==> src/rtl/can_arb_field_rx.sv <==
// CAN receive front end: bus integration, SOF detection and arbitration-field capture.
// Optional macro CAN_EXT_ID_EN builds the 29-bit extended-identifier path (EXT_ID/RTR states).
module can_arb_field_rx #(
  parameter int IDLE_BITS = 11
) (
  input  logic        clk,
  input  logic        rst,
  input  logic        rx_bit,
  input  logic        sample_point,
  input  logic        stuff_bit,
  input  logic        rx_abort,
  output logic        bus_idle,
  output logic        sof,
  output logic        arbitration_active,
  output logic [28:0] id,
  output logic        ide,
  output logic        rtr,
  output logic        id_valid
);

  localparam int CW = $clog2(IDLE_BITS + 1);

  typedef enum logic [2:0] {
    ST_INTEGRATE = 3'd0,
    ST_IDLE      = 3'd1,
    ST_BASE_ID   = 3'd2,
    ST_SRR_RTR   = 3'd3,
`ifdef CAN_EXT_ID_EN
    ST_IDE       = 3'd4,
    ST_EXT_ID    = 3'd5,
    ST_RTR       = 3'd6
`else
    ST_IDE       = 3'd4
`endif
  } state_t;

  state_t        state, state_nx;
  logic [CW-1:0] cnt, cnt_nx;
  logic [4:0]    bits, bits_nx;
  logic [10:0]   base, base_nx;
  logic          r12, r12_nx;
  logic          sof_nx, valid_nx, field_nx;
  logic [28:0]   id_nx;
  logic          ide_nx, rtr_nx;
  logic          field_smp;
`ifdef CAN_EXT_ID_EN
  logic [17:0]   ext, ext_nx;
`endif

  // Next-state and field-capture logic; registered outputs are derived from the *_nx values.
  always_comb begin
    state_nx  = state;
    cnt_nx    = cnt;
    bits_nx   = bits;
    base_nx   = base;
    r12_nx    = r12;
    sof_nx    = 1'b0;
    valid_nx  = 1'b0;
    id_nx     = id;
    ide_nx    = ide;
    rtr_nx    = rtr;
`ifdef CAN_EXT_ID_EN
    ext_nx    = ext;
`endif
    field_smp = sample_point && !stuff_bit;

    if (rx_abort) begin
      state_nx = ST_INTEGRATE;
      cnt_nx   = '0;
      bits_nx  = 5'd0;
    end else begin
      case (state)
        ST_INTEGRATE: begin
          if (sample_point) begin
            if (!rx_bit) begin
              cnt_nx = '0;
            end else if (cnt == CW'(IDLE_BITS - 1)) begin
              state_nx = ST_IDLE;
              cnt_nx   = '0;
            end else begin
              cnt_nx = cnt + CW'(1);
            end
          end else begin
            cnt_nx = cnt;
          end
        end
        ST_IDLE: begin
          if (sample_point && !rx_bit) begin
            state_nx = ST_BASE_ID;
            bits_nx  = 5'd0;
            sof_nx   = 1'b1;
          end else begin
            state_nx = ST_IDLE;
          end
        end
        ST_BASE_ID: begin
          if (field_smp) begin
            base_nx = {base[9:0], rx_bit};
            if (bits == 5'd10) begin
              state_nx = ST_SRR_RTR;
              bits_nx  = 5'd0;
            end else begin
              bits_nx = bits + 5'd1;
            end
          end else begin
            bits_nx = bits;
          end
        end
        ST_SRR_RTR: begin
          if (field_smp) begin
            r12_nx   = rx_bit;
            state_nx = ST_IDE;
          end else begin
            r12_nx = r12;
          end
        end
        ST_IDE: begin
          if (field_smp && !rx_bit) begin
            id_nx    = {18'd0, base};
            ide_nx   = 1'b0;
            rtr_nx   = r12;
            valid_nx = 1'b1;
            state_nx = ST_INTEGRATE;
            cnt_nx   = '0;
          end else if (field_smp) begin
`ifdef CAN_EXT_ID_EN
            state_nx = ST_EXT_ID;
            bits_nx  = 5'd0;
`else
            // Extended frames are not decoded here; hand the rest of the frame to integration.
            state_nx = ST_INTEGRATE;
            cnt_nx   = '0;
`endif
          end else begin
            state_nx = ST_IDE;
          end
        end
`ifdef CAN_EXT_ID_EN
        ST_EXT_ID: begin
          if (field_smp) begin
            ext_nx = {ext[16:0], rx_bit};
            if (bits == 5'd17) begin
              state_nx = ST_RTR;
              bits_nx  = 5'd0;
            end else begin
              bits_nx = bits + 5'd1;
            end
          end else begin
            bits_nx = bits;
          end
        end
        ST_RTR: begin
          if (field_smp) begin
            id_nx    = {base, ext};
            ide_nx   = 1'b1;
            rtr_nx   = rx_bit;
            valid_nx = 1'b1;
            state_nx = ST_INTEGRATE;
            cnt_nx   = '0;
          end else begin
            state_nx = ST_RTR;
          end
        end
`endif
        default: begin
          state_nx = ST_INTEGRATE;
          cnt_nx   = '0;
        end
      endcase
    end

    field_nx = (state_nx != ST_INTEGRATE) && (state_nx != ST_IDLE);
  end

  // State, capture registers and registered outputs.
  always_ff @(posedge clk) begin
    if (rst) begin
      state              <= ST_INTEGRATE;
      cnt                <= '0;
      bits               <= 5'd0;
      base               <= 11'd0;
      r12                <= 1'b0;
`ifdef CAN_EXT_ID_EN
      ext                <= 18'd0;
`endif
      bus_idle           <= 1'b0;
      sof                <= 1'b0;
      arbitration_active <= 1'b0;
      id                 <= 29'd0;
      ide                <= 1'b0;
      rtr                <= 1'b0;
      id_valid           <= 1'b0;
    end else begin
      state              <= state_nx;
      cnt                <= cnt_nx;
      bits               <= bits_nx;
      base               <= base_nx;
      r12                <= r12_nx;
`ifdef CAN_EXT_ID_EN
      ext                <= ext_nx;
`endif
      bus_idle           <= (state_nx == ST_IDLE);
      sof                <= sof_nx;
      arbitration_active <= field_nx;
      id                 <= id_nx;
      ide                <= ide_nx;
      rtr                <= rtr_nx;
      id_valid           <= valid_nx;
    end
  end

endmodule
==> config.mk <==
export PLATFORM = sky130hd
export DESIGN_NAME = can_arb_field_rx
export DESIGN_NICKNAME = d
export VERILOG_FILES = /design/src/rtl/can_arb_field_rx.sv
export SDC_FILE = /design/constraint.sdc
export NUM_CORES = 1
export LEC_CHECK = 0
export BUFFER_PORTS_ARGS = -buffer_cell sky130_fd_sc_hd__buf_2
export CAP_MARGIN = 20
export CORE_MARGIN = 4
export CORE_UTILIZATION = 55
export CTS_CLUSTER_SIZE = 28
export DETAILED_ROUTE_END_ITERATION = 8
export PLACE_DENSITY = 0.87
export SYNTH_ARGS = -nofsm -noshare
export SYNTH_HDL_FRONTEND = slang
export SYNTH_SLANG_ARGS = --single-unit
==> constraint.sdc <==
create_clock -name clk -period 3.7 [get_ports clk]
set_input_delay 0.185 -clock clk [delete_from_list [all_inputs] [get_ports clk]]
set_output_delay 0.185 -clock clk [all_outputs]
set_load 0.05 [all_outputs]
==> impl_results.md <==
* Status: finished clean
* Switching share of power at 0.276
* Max-slew violations at 0
* P_leak at 0.866 nW
* FF-to-FF End: bits[1]
* Setup TNS at 0 ns
* Die height at 66.1 um
* Tot Pwr at 698 uW
* CTS HTree Levels at 2
* R2R setup slack at 1.87 ns
* Setup violations, final at 0
* Dpl ws at 1.84 ns
* CP Max Fanout at 16
* Synth top area cells: dfxtp_1 (43%), mux2i_1 (13%), buf_4 (8.1%), nor2_1 (7.3%), ha_1 (2.7%)
* Internal Power at 506 uW
* CP Data Required Time at 3.99 ns
* Least-Margin Pin Slew at 0.694 ns
* HP Start: rx_bit
* ANT nets after route at 0
* Core Footprint at 0.00313 mm^2
* Max-cap violations at 0
* Hold path depth at 3
* Yosys reg bits at 40
* Clock-pin slew on the worst setup and hold paths at 0.11 ns
* Comb power frac at 0.090
* Hold Vio Cnt, Final at 0
* Cell Count, Final, Fillers Out at 266
* Worst R2R Path Depth at 4
* CTS tree: yes
* Gr usage total at 0.167
* Sequential Power Share at 0.618
* # nets final at 232
* Total number of vias at 1380
* Worst Hold End: base[0]
* Placer congestion estimate at 0.882
* Synth Warn # at 0
* Top cells by count, synth: dfxtp_1 (40), nor2_1 (36), mux2i_1 (25)
* Vias per inst at 5.19
* Kind of critical path: register to register
* Ys flop type: dfxtp_1
* Post-CTS setup buffer count at 0
* Clk_lat worst skew at 0.34 ns
* Clk buf depth at 2
* Clk_skew at 0.0108 ns
* Total Die Area at 0.00436 mm^2
* Post-synth ARST share at 0
* Net Switching at 193 uW
* Port bufs at 21
* Critical Path AT at 2.11 ns
* Gr ovfl total at 0
* DRC viols at 0
* DR WL/cell at 12.2 um
* Largest net degree at the start of global routing at 28
* HP Class: input port to register
* Worst setup SP type: register
* Relative slew slack at 0.537
* Initial antenna violation count at 0
* Final Hold Slack at 0.160 ns
* Worst setup margin at 1.87 ns
* HPWL Detailed at 2330 um
* Sequential fraction of the synthesis area at 0.432
* # hold bufs at CTS at 0
* Area Growth Syn to Fin at 5.13%
* Crit path launch: state[1]
* Unrepaired setup endpoints after global routing: false
* R2r startpoint: state[1]
* Cell with the most instances after synthesis: dfxtp_1
* Placed cell count at 259
* Final min period at 1.83 ns
* First-pass GRT wire length at 5620 um
* Syn avg cell area at 9.09 um^2
* Area leader, netlist: dfxtp_1
* 1st-iter DRT viols at 115
* Initial core utilization at 0.593
* Setup crit end kind: register
* Share of the synthesized area in the top cell type at 0.432
* PwrDens at 358 mW/mm^2
* Share of cells above drive strength 1 at 0.144
* Yosys cell types at 39
* FP Rows at 20
* F_max at 0.547 GHz
* IR Drop Worst-Case VDD at 0.000201 V
* CTS Buf Count at 5
* Fin crit share at 0.494
* DR pass1 iterations at 4
* Mapped Area at 0.00185 mm^2
* Vias in the first global route at 1305
* Ports at 41
* WL final at 3240 um
* Clock share of power at 0.292
* Mapped Cells at 204
* EDFF count, synth at 0
* Antenna cells at 0
* Die X at 66.1 um
* Sink Count at 40
* Post-cts sizing count at 0
* Clk root buf: clkbuf_4
-- cell usage in the layout (no fill, tap or decap), drive strengths merged, types with 2 or more instances in the layout --
master,count
nor3b,2
nand2,8
dfxtp,40
nor2,36
and3,2
nand3,8
or2,2
nor3,4
clkbuf,5
o31a,2
nand3b,2
ha,4
a21oi,8
or3b,2
mux2i,25
conb,19
o2bb2ai,2
inv,5
o21ai,5
nor2b,3
buf,21
-- sequential cells by signal, indices dropped and copies added (netlist names) --
signal	cells
arbitration_active	1
base	11
bits	5
bus_idle	1
cnt	4
id	11
id_valid	1
r12	1
rtr	1
sof	1
state	3
-- layer usage --
layer  up-vias  part of all wire  track usage
li1        696                 -            -
met1       636              0.47        0.210
met2        44              0.45        0.263
met3         4             0.062       0.0527
met4         0             0.013       0.0685
met5         -                 0            0
-- kinds of logic (layout without fill, tap and decap cells) --
family,after synthesis,in the layout,share of synthesized area
AOI/OAI and AO/OA,26,26,0.0958
adders and majority gates,4,4,0.0270
other,1,19,0.00202
and+or+nand+nor,75,75,0.200
buffers and inverters,33,33,0.109
DFF,40,40,0.432
muxes,25,25,0.135
-- worst max path at each step --
stage / end / slack [ns] / depth (start not counted)
6_report: bits[1] / 1.87 / 4
5_1_grt: bits[1] / 1.76 / 4
4_1_cts: bits[1] / 1.87 / 4
3_5_place_dp: id[9] / 1.84 / 5
3_3_place_gp: id[3] / 1.85 / 5
2_1_floorplan: bits[1] / 2.14 / 4
-- worst max-delay path, cell delays in order, from the launching register on --
cell and delay [ns]:
dfxtp_1 0.61, or3b_1 0.44, a21o_1 0.23, or3_1 0.37
a21oi_2 0.13
-- final cells by class --
cell class | count | area (um^2)
clock inverter | 2 | 12.5
sequential | 40 | 801
tap | 44 | 55.1
inverter | 5 | 18.8
multi-input combinational | 149 | 920
clock buffer | 5 | 37.5
timing repair buffer | 21 | 105
fill | 287 | 1180
-- power by group through the flow --
| stage | clock [mW] | combinational, mW | sequential, mW |
|---|---|---|---|
| final | 0.204 | 0.0629 | 0.431 |
| after global routing | 0.236 | 0.0661 | 0.432 |
| after CTS | 0.214 | 0.0621 | 0.431 |
| after detailed placement | 0 | 0.0620 | 0.441 |
| after global placement | 0 | 0.0619 | 0.441 |
| after floorplan | 0 | 0.0705 | 0.441 |
-- per-stage QoR --
stage | utilization | area [um^2]
floorplan | - | 1920
global placement | 0.607 | 1900
detailed placement | 0.607 | 1900
CTS | 0.623 | 1950
global route | 0.623 | 1950
finish | 0.623 | 1950
(Power assumes the default switching activity.)
